<file path="config.mk">
export PLATFORM = sky130hd
export DESIGN_NAME = fir_out_requant
export DESIGN_NICKNAME = d
export VERILOG_FILES = /design/src/rtl/fir_pkg.sv /design/src/rtl/fir_sync_fifo.sv /design/src/rtl/fir_out_requant.sv
export SDC_FILE = /design/constraint.sdc
export NUM_CORES = 1
export LEC_CHECK = 0
export CORE_ASPECT_RATIO = 1.4
export CORE_MARGIN = 5
export CORE_UTILIZATION = 47
export CTS_BUF_LIST = sky130_fd_sc_hd__clkbuf_2
export CTS_CLUSTER_SIZE = 10
export DETAILED_ROUTE_END_ITERATION = 7
export PLACE_DENSITY_LB_ADDON = 0.08
export SYNTH_ARGS = -nofsm -noshare
export SYNTH_HDL_FRONTEND = slang
export SYNTH_HIERARCHICAL = 1
export SYNTH_SLANG_ARGS = --single-unit
</file>
<file path="constraint.sdc">
create_clock -name clk1 -period 8.02 [get_ports clk1]
set_input_delay 1.604 -clock clk1 [delete_from_list [all_inputs] [get_ports clk1]]
set_output_delay 1.604 -clock clk1 [all_outputs]
set_load 0.01 [all_outputs]
</file>
<file path="src/rtl/fir_pkg.sv">
// Shared constants for the FIR output stage: accumulator and sample widths,
// the signed saturation window and the largest meaningful requant shift.
package fir_pkg;

  localparam int DIN_W     = 41;
  localparam int DOUT_W    = 16;
  localparam int SHIFT_W   = 6;

  // Beyond this shift the accumulator already fits the output sample.
  localparam int MAX_SHIFT = DIN_W - DOUT_W;

  localparam int SAT_MAX   = (1 << (DOUT_W - 1)) - 1;
  localparam int SAT_MIN   = -(1 << (DOUT_W - 1));

endpackage

</file>
<file path="src/rtl/fir_sync_fifo.sv">
// Single-clock first-word-fall-through FIFO. The head entry is held in a
// register so it stays stable (and keeps the last popped value) when empty.
// A push into a full FIFO without a simultaneous pop is dropped and flagged.
module fir_sync_fifo #(
  parameter int W     = 16,
  parameter int DEPTH = 8
) (
  input  logic                     clk,
  input  logic                     rst,
  input  logic                     push_i,
  input  logic [W-1:0]             push_data_i,
  input  logic                     pop_i,
  output logic [W-1:0]             data_o,
  output logic                     valid_o,
  output logic [$clog2(DEPTH):0]   fill_o,
  output logic                     drop_o
);

  localparam int          AW       = $clog2(DEPTH);
  localparam logic [AW:0] FULL_CNT = (AW + 1)'(DEPTH);

  logic [W-1:0]  mem_q [DEPTH];
  logic [AW-1:0] rd_q, rd_d, wr_q, wr_d;
  logic [AW:0]   fill_q, fill_d;
  logic [W-1:0]  data_q, data_d;
  logic          valid_q;
  logic          full, pop, push_ok;

  // Next-state for pointers, occupancy and the registered head entry.
  always_comb begin
    full    = (fill_q == FULL_CNT);
    pop     = valid_q & pop_i;
    push_ok = push_i & (~full | pop);
    drop_o  = push_i & full & ~pop;
    rd_d    = pop     ? rd_q + AW'(1) : rd_q;
    wr_d    = push_ok ? wr_q + AW'(1) : wr_q;
    fill_d  = fill_q;
    if (push_ok && !pop)      fill_d = fill_q + (AW + 1)'(1);
    else if (pop && !push_ok) fill_d = fill_q - (AW + 1)'(1);
    // The new head is the incoming word when it lands exactly where the
    // read pointer ends up (FIFO empty apart from this push).
    data_d = data_q;
    if (fill_d != '0) data_d = (push_ok && wr_q == rd_d) ? push_data_i : mem_q[rd_d];
  end

  // Storage array write port.
  // NOTE: the storage array has no reset; occupancy and pointers alone decide
  // which entries are meaningful, and a reset on RAM-style arrays blocks
  // memory inference.
  always_ff @(posedge clk) begin
    if (push_ok) mem_q[wr_q] <= push_data_i;
  end

  // Control state and the registered head/valid/fill outputs.
  // NOTE: sequential state uses non-blocking assignments only, so every
  // register samples the pre-edge values computed in always_comb.
  always_ff @(posedge clk) begin
    if (rst) begin
      rd_q    <= '0;
      wr_q    <= '0;
      fill_q  <= '0;
      data_q  <= '0;
      valid_q <= 1'b0;
    end else begin
      rd_q    <= rd_d;
      wr_q    <= wr_d;
      fill_q  <= fill_d;
      data_q  <= data_d;
      valid_q <= (fill_d != '0);
    end
  end

  assign data_o  = data_q;
  assign valid_o = valid_q;
  assign fill_o  = fill_q;

endmodule

</file>
<file path="src/rtl/fir_out_requant.sv">
// FIR output requantiser: round, arithmetic-shift and saturate the 41-bit
// accumulator to a 16-bit sample, then buffer it in an FWFT FIFO with a
// valid/ready sink handshake and a sticky overflow flag.
// Optional build macro FIR_REQUANT_STATS_EN adds sat_cnt/drop_cnt counters.
module fir_out_requant #(
  parameter int DIN_W   = fir_pkg::DIN_W,
  parameter int DOUT_W  = fir_pkg::DOUT_W,
  parameter int SHIFT_W = fir_pkg::SHIFT_W,
  parameter int DEPTH   = 8
) (
  input  logic                    clk1,
  input  logic                    rst,
  input  logic [DIN_W-1:0]        din,
  input  logic                    valid_in,
  input  logic [SHIFT_W-1:0]      shift,
  output logic [DOUT_W-1:0]       dout,
  output logic                    out_valid,
  input  logic                    out_ready,
  output logic [$clog2(DEPTH):0]  fill,
  output logic                    ovf,
  input  logic                    clr_ovf
`ifdef FIR_REQUANT_STATS_EN
  ,
  output logic [15:0]             sat_cnt,
  output logic [7:0]              drop_cnt
`endif
);

  import fir_pkg::*;

  localparam int                        EW     = DIN_W + 1;
  localparam logic [SHIFT_W-1:0]        MAX_SH = SHIFT_W'(MAX_SHIFT);
  localparam logic signed [EW-1:0]      HI     = EW'(SAT_MAX);
  localparam logic signed [EW-1:0]      LO     = EW'(SAT_MIN);
  localparam logic [DOUT_W-1:0]         HI_O   = DOUT_W'(SAT_MAX);
  localparam logic [DOUT_W-1:0]         LO_O   = DOUT_W'(SAT_MIN);

  logic [SHIFT_W-1:0]      shamt;
  logic signed [EW-1:0]    ext, rnd, s1_d, s1_q;
  logic                    s1_vld_q;
  logic [DOUT_W-1:0]       s2_d, s2_q;
  logic                    s2_vld_q;
  logic                    sat;
  logic                    drop;

  // Stage 1: clamp the shift, sign-extend, add the half-LSB and shift.
  // The extra bit keeps the rounding add from overflowing.
  always_comb begin
    shamt = (shift > MAX_SH) ? MAX_SH : shift;
    ext   = {din[DIN_W-1], din};
    rnd   = '0;
    if (shamt != '0) rnd[shamt - SHIFT_W'(1)] = 1'b1;
    s1_d  = (ext + rnd) >>> shamt;
  end

  // Stage 2: clip the shifted value into the signed output range.
  always_comb begin
    sat  = 1'b1;
    s2_d = s1_q[DOUT_W-1:0];
    if (s1_q > HI)      s2_d = HI_O;
    else if (s1_q < LO) s2_d = LO_O;
    else                sat  = 1'b0;
  end

  // Pipeline valid bits; cleared by reset so in-flight samples vanish.
  always_ff @(posedge clk1) begin
    if (rst) begin
      s1_vld_q <= 1'b0;
      s2_vld_q <= 1'b0;
    end else begin
      s1_vld_q <= valid_in;
      s2_vld_q <= s1_vld_q;
    end
  end

  // Pipeline data registers; qualified by the valid bits, so no reset.
  always_ff @(posedge clk1) begin
    s1_q <= s1_d;
    s2_q <= s2_d;
  end

  fir_sync_fifo #(
    .W     (DOUT_W),
    .DEPTH (DEPTH)
  ) u_fifo (
    .clk         (clk1),
    .rst         (rst),
    .push_i      (s2_vld_q),
    .push_data_i (s2_q),
    .pop_i       (out_ready),
    .data_o      (dout),
    .valid_o     (out_valid),
    .fill_o      (fill),
    .drop_o      (drop)
  );

  // Sticky overflow: a drop on the same edge as clr_ovf keeps it set.
  always_ff @(posedge clk1) begin
    if (rst)          ovf <= 1'b0;
    else if (drop)    ovf <= 1'b1;
    else if (clr_ovf) ovf <= 1'b0;
  end

`ifdef FIR_REQUANT_STATS_EN
  // Saturating event counters for clipped and dropped samples.
  always_ff @(posedge clk1) begin
    if (rst || clr_ovf) begin
      sat_cnt  <= '0;
      drop_cnt <= '0;
    end else begin
      if (s1_vld_q && sat && sat_cnt != '1) sat_cnt  <= sat_cnt + 16'd1;
      if (drop && drop_cnt != '1)           drop_cnt <= drop_cnt + 8'd1;
    end
  end
`endif

endmodule

</file>
==> results of run 1 <==
[sequential cells by signal, summed over array words and instances (netlist names), 3 cells and up]
name	count
s1_q	42
s2_q	16
u_fifo/data_o	16
u_fifo/fill_o	4
u_fifo/mem_q	128
u_fifo/rd_q	3
u_fifo/wr_q	3
[cells in the final DEF, fill, tap and decap left out, types with 8 or more instances in the layout]
cell and count:
a211o_1 10, a211oi_1 29, a21o_1 20, a21oi_1 98
a31oi_1 23, and2_1 13, and3_1 10, buf_4 54
clkbuf_2 58, clkdlybuf4s50_1 73, clkinv_1 22, conb_1 11
dfxtp_1 88, edfxtp_1 128, ha_1 47, inv_1 19
mux2_2 10, mux2i_1 51, mux4_2 43, nand2_1 154
nand2b_1 8, nand3_1 35, nand4_1 30, nor2_1 131
nor2b_1 21, nor3_1 37, nor4_1 16, o211ai_1 31
o21a_1 20, o21ai_0 52, o21ai_1 11, o221ai_1 12
o221ai_2 10, o22ai_1 14, o311ai_0 8, o311ai_1 11
o31ai_1 9, or3_1 13, xnor2_1 21, xor2_1 12
[area by class of cell]
| type | instances | share of cell area, % |
|---|---|---|
| Antenna cell | 1 | 0.0154 |
| Clock buffer | 58 | 1.78 |
| Clock inverter | 26 | 0.776 |
| Inverter | 21 | 0.484 |
| Multi-Input combinational cell | 1177 | 52.6 |
| Sequential cell | 216 | 34.4 |
| Tap cell | 390 | 3.00 |
| Timing Repair Buffer | 127 | 6.98 |
[power groups by stage]
| stage | Sequential [W] | Clock, W | Combinational [W] |
|---|---|---|---|
| 6_report | 0.00143 | 0.000640 | 0.00118 |
| 5_1_grt | 0.00145 | 0.000716 | 0.00126 |
| 4_1_cts | 0.00144 | 0.000664 | 0.00117 |
| 3_5_place_dp | 0.00146 | 0 | 0.00117 |
| 3_3_place_gp | 0.00146 | 0 | 0.00116 |
| 2_1_floorplan | 0.00144 | 0 | 0.000789 |
[metrics by stage]
stage          instance area (sq um)  utilization (%)  hold slack [ns]
6_report                       16300             52.9            0.412
5_1_grt                        16300             52.9            0.445
4_1_cts                        16300             52.9            0.413
3_5_place_dp                   15900             51.5            0.408
3_3_place_gp                   15900             51.5            0.406
2_1_floorplan                  14700                -            0.400
[worst max-delay path, cell delays in order]
cell	delay, ns
clkdlybuf4s50_1	0.48
buf_4	0.19
nand2_1	0.13
o21ai_4	0.19
inv_2	0.07
ha_1	0.26
nor2b_1	0.19
xor2_1	0.17
nor3b_1	0.20
o21ai_1	0.22
nor2_1	0.17
ha_1	0.23
inv_1	0.07
fa_1	0.39
nand2b_1	0.19
a21oi_2	0.28
o211ai_1	0.24
nand4_1	0.22
a2111oi_0	0.15
nor4_1	0.59
nor3_1	0.15
a2111oi_0	1.00
o32ai_1	0.43
a31oi_1	0.26
[cells by family after synthesis]
logic type,synth area share [%]
muxes,10.9
DFF,38.3
other,0.0256
AOI/OAI and AO/OA,22.6
buffers and inverters,3.90
and+or+nand+nor,17.3
xor gates and xnor gates,2.81
adders and majority gates,4.15
[worst min path at each step]
| stage | end | slack [ns] | depth (start not counted) |
|---|---|---|---|
| after CTS | s2_q[2] | 0.41 | 2 |
| after detailed placement | s2_q[10] | 0.41 | 2 |
| after floorplan | s2_q[0] | 0.40 | 2 |
| after global routing | s2_q[15] | 0.44 | 0 |
| final | s2_q[2] | 0.41 | 2 |
| after global placement | s2_q[3] | 0.41 | 2 |
[metal layers]
metal,up-vias,share of wire [%]
met2,446,53
met3,175,4.2
met4,0,7.6
met1,6234,35
met5,-,0
li1,6046,-
==> results.md, run 1 <==
- Outcome: complete, no violations
- Die width: 159 um
- Area of the mapped netlist: 14600 sq um
- P&R area growth vs syn: 11.3%
- Worst endpoint required time: 8.70 ns
- Top post-synthesis cells by area: edfxtp_1, dfxtp_1, mux4_2
- Initial drt markers: 790
- Tot GR Track Use: 27.0%
- Drt wl/cell: 24.0 um
- Vias per cell: 6.40
- Fillers: 2922
- Global-route met3 utilization: 2.57%
- Synth top area share: 26.3%
- Power share of the sequential group: 44.1%
- R2R Path Start: u_fifo/fill_o[0]
- Clock share of power: 19.7%
- Net Switching: 0.00119 W
- Hold/Removal Path Class: reg2reg
- Crit path launch: shift[4]
- Worst Hold Launch: s1_q[2]
- Area of the multi-input gates: 8560 sq um
- Cell with the most instances after synthesis: nand2_1
- CTS Root Cell: clkbuf_2
- Initial Utilization: 47.5%
- Yosys warning count: 6
- Routing usage on met1: 28.2%
- DR vias: 12.9k
- Worst vdd ir: 0.000133 V
- PortBufs: 73
- Worst setup EP type: flop
- Met2 Usage GRT: 51.0%
- Worst Path Max Fanout: 13
- GPL Wtd Cong: 1.01
- Unrepaired setup endpoints after global routing: no
- Slew headroom: 23.4%
- Syn Inst Count: 1509
- Post-Layout Cell Count: 2016
- Post-detail-place hpwl: 36300 um
- Max Cap Viol: 0
- Gate power share: 36.2%
- Synth Register Bits: 216
- Area leader, netlist: edfxtp_1
- Register area: 5610 sq um
- Fin. Hold Viols: 0
- Sequential area share after synthesis: 38.3%
- Row cnt: 76
- GR peak layer: met2
- Core Region: 30800 sq um
- Initial DRT Pass Iterations: 5
- I/O pins: 74
- Dpl ws: 0.115 ns
- Critical Path End: s1_q[15]
- Number of remaining DRC errors: 0
- Cell depth of the worst flop-to-flop path: 7
- Power Internal: 0.00206 W
- Hold buffer count at cts: 0
- Tcrit/Tclk final: 92.2%
- Clock Latency Late Sink: 0.76 ns
- CTS Sinks: 216
- Worst slew pin tran: 1.12 ns
- R2R Path End: u_fifo/data_o[5]
- F_max: 135 MHz
- Setup bufs post-CTS: 0
- Final WL: 48400 um
- Yosys cell types: 112
- DIE AREA: 34800 sq um
- Slew Viols, Final: 0
- Sw frac: 36.6%
- Die extent in y: 219 um
- Final setup fails: 0
- Syn_area_per_cell: 9.70 sq um
- Htree depth: 2
- Vias in the first global route: 13.1k
- Post-CTS Resized: 0
- Pin count of the biggest net entering global routing: 63
- Number of synthesized flops with an enable pin: 128
- Num CTS Buffers: 45
- Global-route wire length before repair: 74700 um
- Synth top cells by count: nand2_1, nor2_1, edfxtp_1
- Critical path class: in2reg
- Nets: 1688
- Max Root-Sink Buffers: 3
- CTS clk-pin slew, worst paths: 0.12 ns
- Global route overflow: 0
- Number of antenna violations at the first check in global routing: 1
- Power Density: 199 nW/um^2
- Layout cells sized above 1: 14.5%
- CTS tree: yes
- PnR Total Power: 0.00325 W
- CP Data Arrival Time: 8.08 ns
- Final ANT Viol Nets: 0
- Final WS setup: 0.622 ns
- CP Launch Type: input port
- Post-Place Cells: 1931
- Async SR Flop Fraction: 0%
- Tmin final: 7.40 ns
- LEAKAGE: 6.00 nW
- R2r setup slk: 5.39 ns
- Setup Total Neg Slack: 0 ns
- Skew final: 0.0582 ns
- Top_reg_cell synth: edfxtp_1
Power figures use the tool's default switching activity.
==> inputs of run 2 (changes only) <==
--- a/config.mk
+++ b/config.mk
@@ -11,7 +11,7 @@
 export CTS_BUF_LIST = sky130_fd_sc_hd__clkbuf_2
 export CTS_CLUSTER_SIZE = 10
 export DETAILED_ROUTE_END_ITERATION = 7
-export PLACE_DENSITY_LB_ADDON = 0.08
+export PLACE_DENSITY = 0.79
 export SYNTH_ARGS = -nofsm -noshare
 export SYNTH_HDL_FRONTEND = slang
 export SYNTH_HIERARCHICAL = 1
==> run 2 against run 1 <==
Against the previous run:
- count of clock-buffer cells in the layout up 6
- clock skew decreased by 0.0071 ns
- cell area decreased by 0.63%
- non-clock buffer count fell by 11
- power decreased by 2.0%
- clock power decreased by 7.3%
- critical path depth is 1 lower
- register-to-register slack got worse by 0.11 ns
- sequential share of layout area increased by 0.22 points
- highest routed layer unchanged
==> results.md, run 2 (synthesis results as in run 1) <==
- PnR Total Power: 0.00318 W
- Die extent in y: 219 um
- Vias in the first global route: 13.2k
- Fillers: 2810
- Post-detail-place hpwl: 34200 um
- PortBufs: 73
- CTS Root Cell: clkbuf_2
- Tcrit/Tclk final: 90.9%
- Gate power share: 36.3%
- Initial drt markers: 1224
- Hold buffer count at cts: 0
- CTS Sinks: 216
- Max Root-Sink Buffers: 3
- P&R area growth vs syn: 10.6%
- Setup Total Neg Slack: 0 ns
- F_max: 137 MHz
- GPL Wtd Cong: 1.07
- Most flop-heavy register: u_fifo/mem_q
- Worst Path Max Fanout: 8
- Final WL: 45200 um
- Core Region: 30800 sq um
- Post-route cell area: 16200 sq um
- Number of remaining DRC errors: 0
- Power share of the sequential group: 45.0%
- Unrepaired setup endpoints after global routing: no
- Power Density: 197 nW/um^2
- Commonest non-fill, non-tap cells in the layout: nand2_1, nor2_1, edfxtp_1, a21oi_1, dfxtp_1
- Net Switching: 0.00115 W
- Final ANT Viol Nets: 0
- Clock Latency Late Sink: 0.69 ns
- Initial Utilization: 47.5%
- Global route overflow: 0
- Critical path class: in2reg
- Fin. Hold Viols: 0
- Num CTS Buffers: 42
- Final setup fails: 0
- Row cnt: 76
- I/O pins: 74
- CTS tree: yes
- DIE AREA: 34800 sq um
- Power Internal: 0.00203 W
- CP Data Arrival Time: 7.85 ns
- Setup bufs post-CTS: 0
- Htree depth: 2
- Tmin final: 7.29 ns
- CTS clk-pin slew, worst paths: 0.13 ns
- Nets: 1674
- CP Launch Type: input port
- Initial DRT Pass Iterations: 6
- Clock share of power: 18.6%
- Max Cap Viol: 0
- Number of antenna violations at the first check in global routing: 1
- Global-route wire length before repair: 70200 um
- DR vias: 13.2k
- Regs by FF count: u_fifo/mem_q x128, s1_q x42
- Skew final: 0.0510 ns
- Slew Viols, Final: 0
- Layout cells sized above 1: 14.3%
- Sw frac: 36.1%
- Hold/Removal Path Class: reg2reg
- Worst slew pin tran: 1.05 ns
- Outcome: complete, no violations
- Vias per cell: 6.59
- Cell area after placement: 15800 sq um
- Worst setup EP type: flop
- Worst vdd ir: 0.000172 V
- Tot GR Track Use: 24.8%
- Commonest non-fill, non-tap cell in the layout: nand2_1
- Final worst hold slack: 0.430 ns
- Pin count of the biggest net entering global routing: 65
- Largest register FFs: 128
- Drt wl/cell: 22.6 um
- Worst endpoint required time: 8.59 ns
- Slew headroom: 29.8%
- Die width: 159 um
- Post-CTS Resized: 0
- LEAKAGE: 5.94 nW
run 2: changes by cell type in the layout (fill, tap and decap cells not counted), sizes merged:
cell,delta
clkinv,-12
clkbuf,+6
buf,-11
bufinv,-1
run 2: path summary, 6_finish.rpt:
| check | startpoint | to | slack [ns] | cells past startpoint |
|---|---|---|---|---|
| hold reg to reg | s1_q[6] | s2_q[6] | 0.43 | 2 |
| setup reg to reg | u_fifo/rd_q[0] | u_fifo/data_o[12] | 5.28 | 7 |
| setup / recovery | shift[2] | s1_q[12] | 0.73 | 23 |
| hold / removal | s1_q[6] | s2_q[6] | 0.43 | 2 |
run 2: final cells by class:
type                            instances  area (sq um)  area share [%]
Antenna cell                            1          2.50          0.0155
Clock buffer                           64           320            1.98
Clock inverter                         13          55.1           0.340
Inverter                               21          78.8           0.487
Multi-Input combinational cell       1177          8580            53.0
Sequential cell                       216          5610            34.6
Tap cell                              390           488            3.02
Timing Repair Buffer                  116          1050            6.51
run 2: worst max-delay path, stage by stage:
cell and delay (ns):
clkdlybuf4s50_1 0.68, nor2_1 0.35, o21ai_4 0.08, inv_2 0.06
ha_1 0.25, nor2b_1 0.33, xor2_1 0.14, nor3b_1 0.23
o21ai_1 0.23, nor2_1 0.20, ha_1 0.23, inv_1 0.07
fa_1 0.40, nand2b_1 0.20, a21oi_2 0.31, o211ai_1 0.24
and4_1 0.32, o31ai_1 0.62, mux2i_1 0.25, nand2_1 0.19
a221oi_2 0.44, a21oi_1 0.14, a211o_1 0.29
run 2: per-layer routing:
layer  wire, um  global-route usage, %  share of wire, %
met1      15700                   26.2                35
met2      22800                   45.1                50
met3       2720                   2.86               6.0
met4       3970                   18.7               8.8
met5          0                      0                 0
run 2: metrics by stage:
| stage | std cells | setup WS [ns] | util [%] |
|---|---|---|---|
| 6_report | 1998 | 0.733 | 52.5 |
| 2_1_floorplan | 1519 | 0.450 | - |
| 3_3_place_gp | 1920 | 0.379 | 51.3 |
| 4_1_cts | 1997 | 0.960 | 52.5 |
| 5_1_grt | 1998 | 0.452 | 52.5 |
| 3_5_place_dp | 1920 | 0.232 | 51.3 |
run 2: power by group through the flow:
| stage | Sequential, W | Combinational, W | Clock [W] |
|---|---|---|---|
| floorplan | 0.00144 | 0.000789 | 0 |
| global placement | 0.00145 | 0.00112 | 0 |
| detailed placement | 0.00146 | 0.00114 | 0 |
| CTS | 0.00143 | 0.00114 | 0.000614 |
| global route | 0.00145 | 0.00124 | 0.000666 |
| finish | 0.00143 | 0.00116 | 0.000593 |
==> inputs of run 3 (changes only) <==
--- a/config.mk
+++ b/config.mk
@@ -12,6 +12,7 @@
 export CTS_CLUSTER_SIZE = 10
 export DETAILED_ROUTE_END_ITERATION = 7
 export PLACE_DENSITY = 0.79
+export SKIP_CTS_REPAIR_TIMING = 1
 export SYNTH_ARGS = -nofsm -noshare
 export SYNTH_HDL_FRONTEND = slang
 export SYNTH_HIERARCHICAL = 1
==> results of run 3 <==
Same layout as run 2: the final DEF is identical, and so are final timing and power.
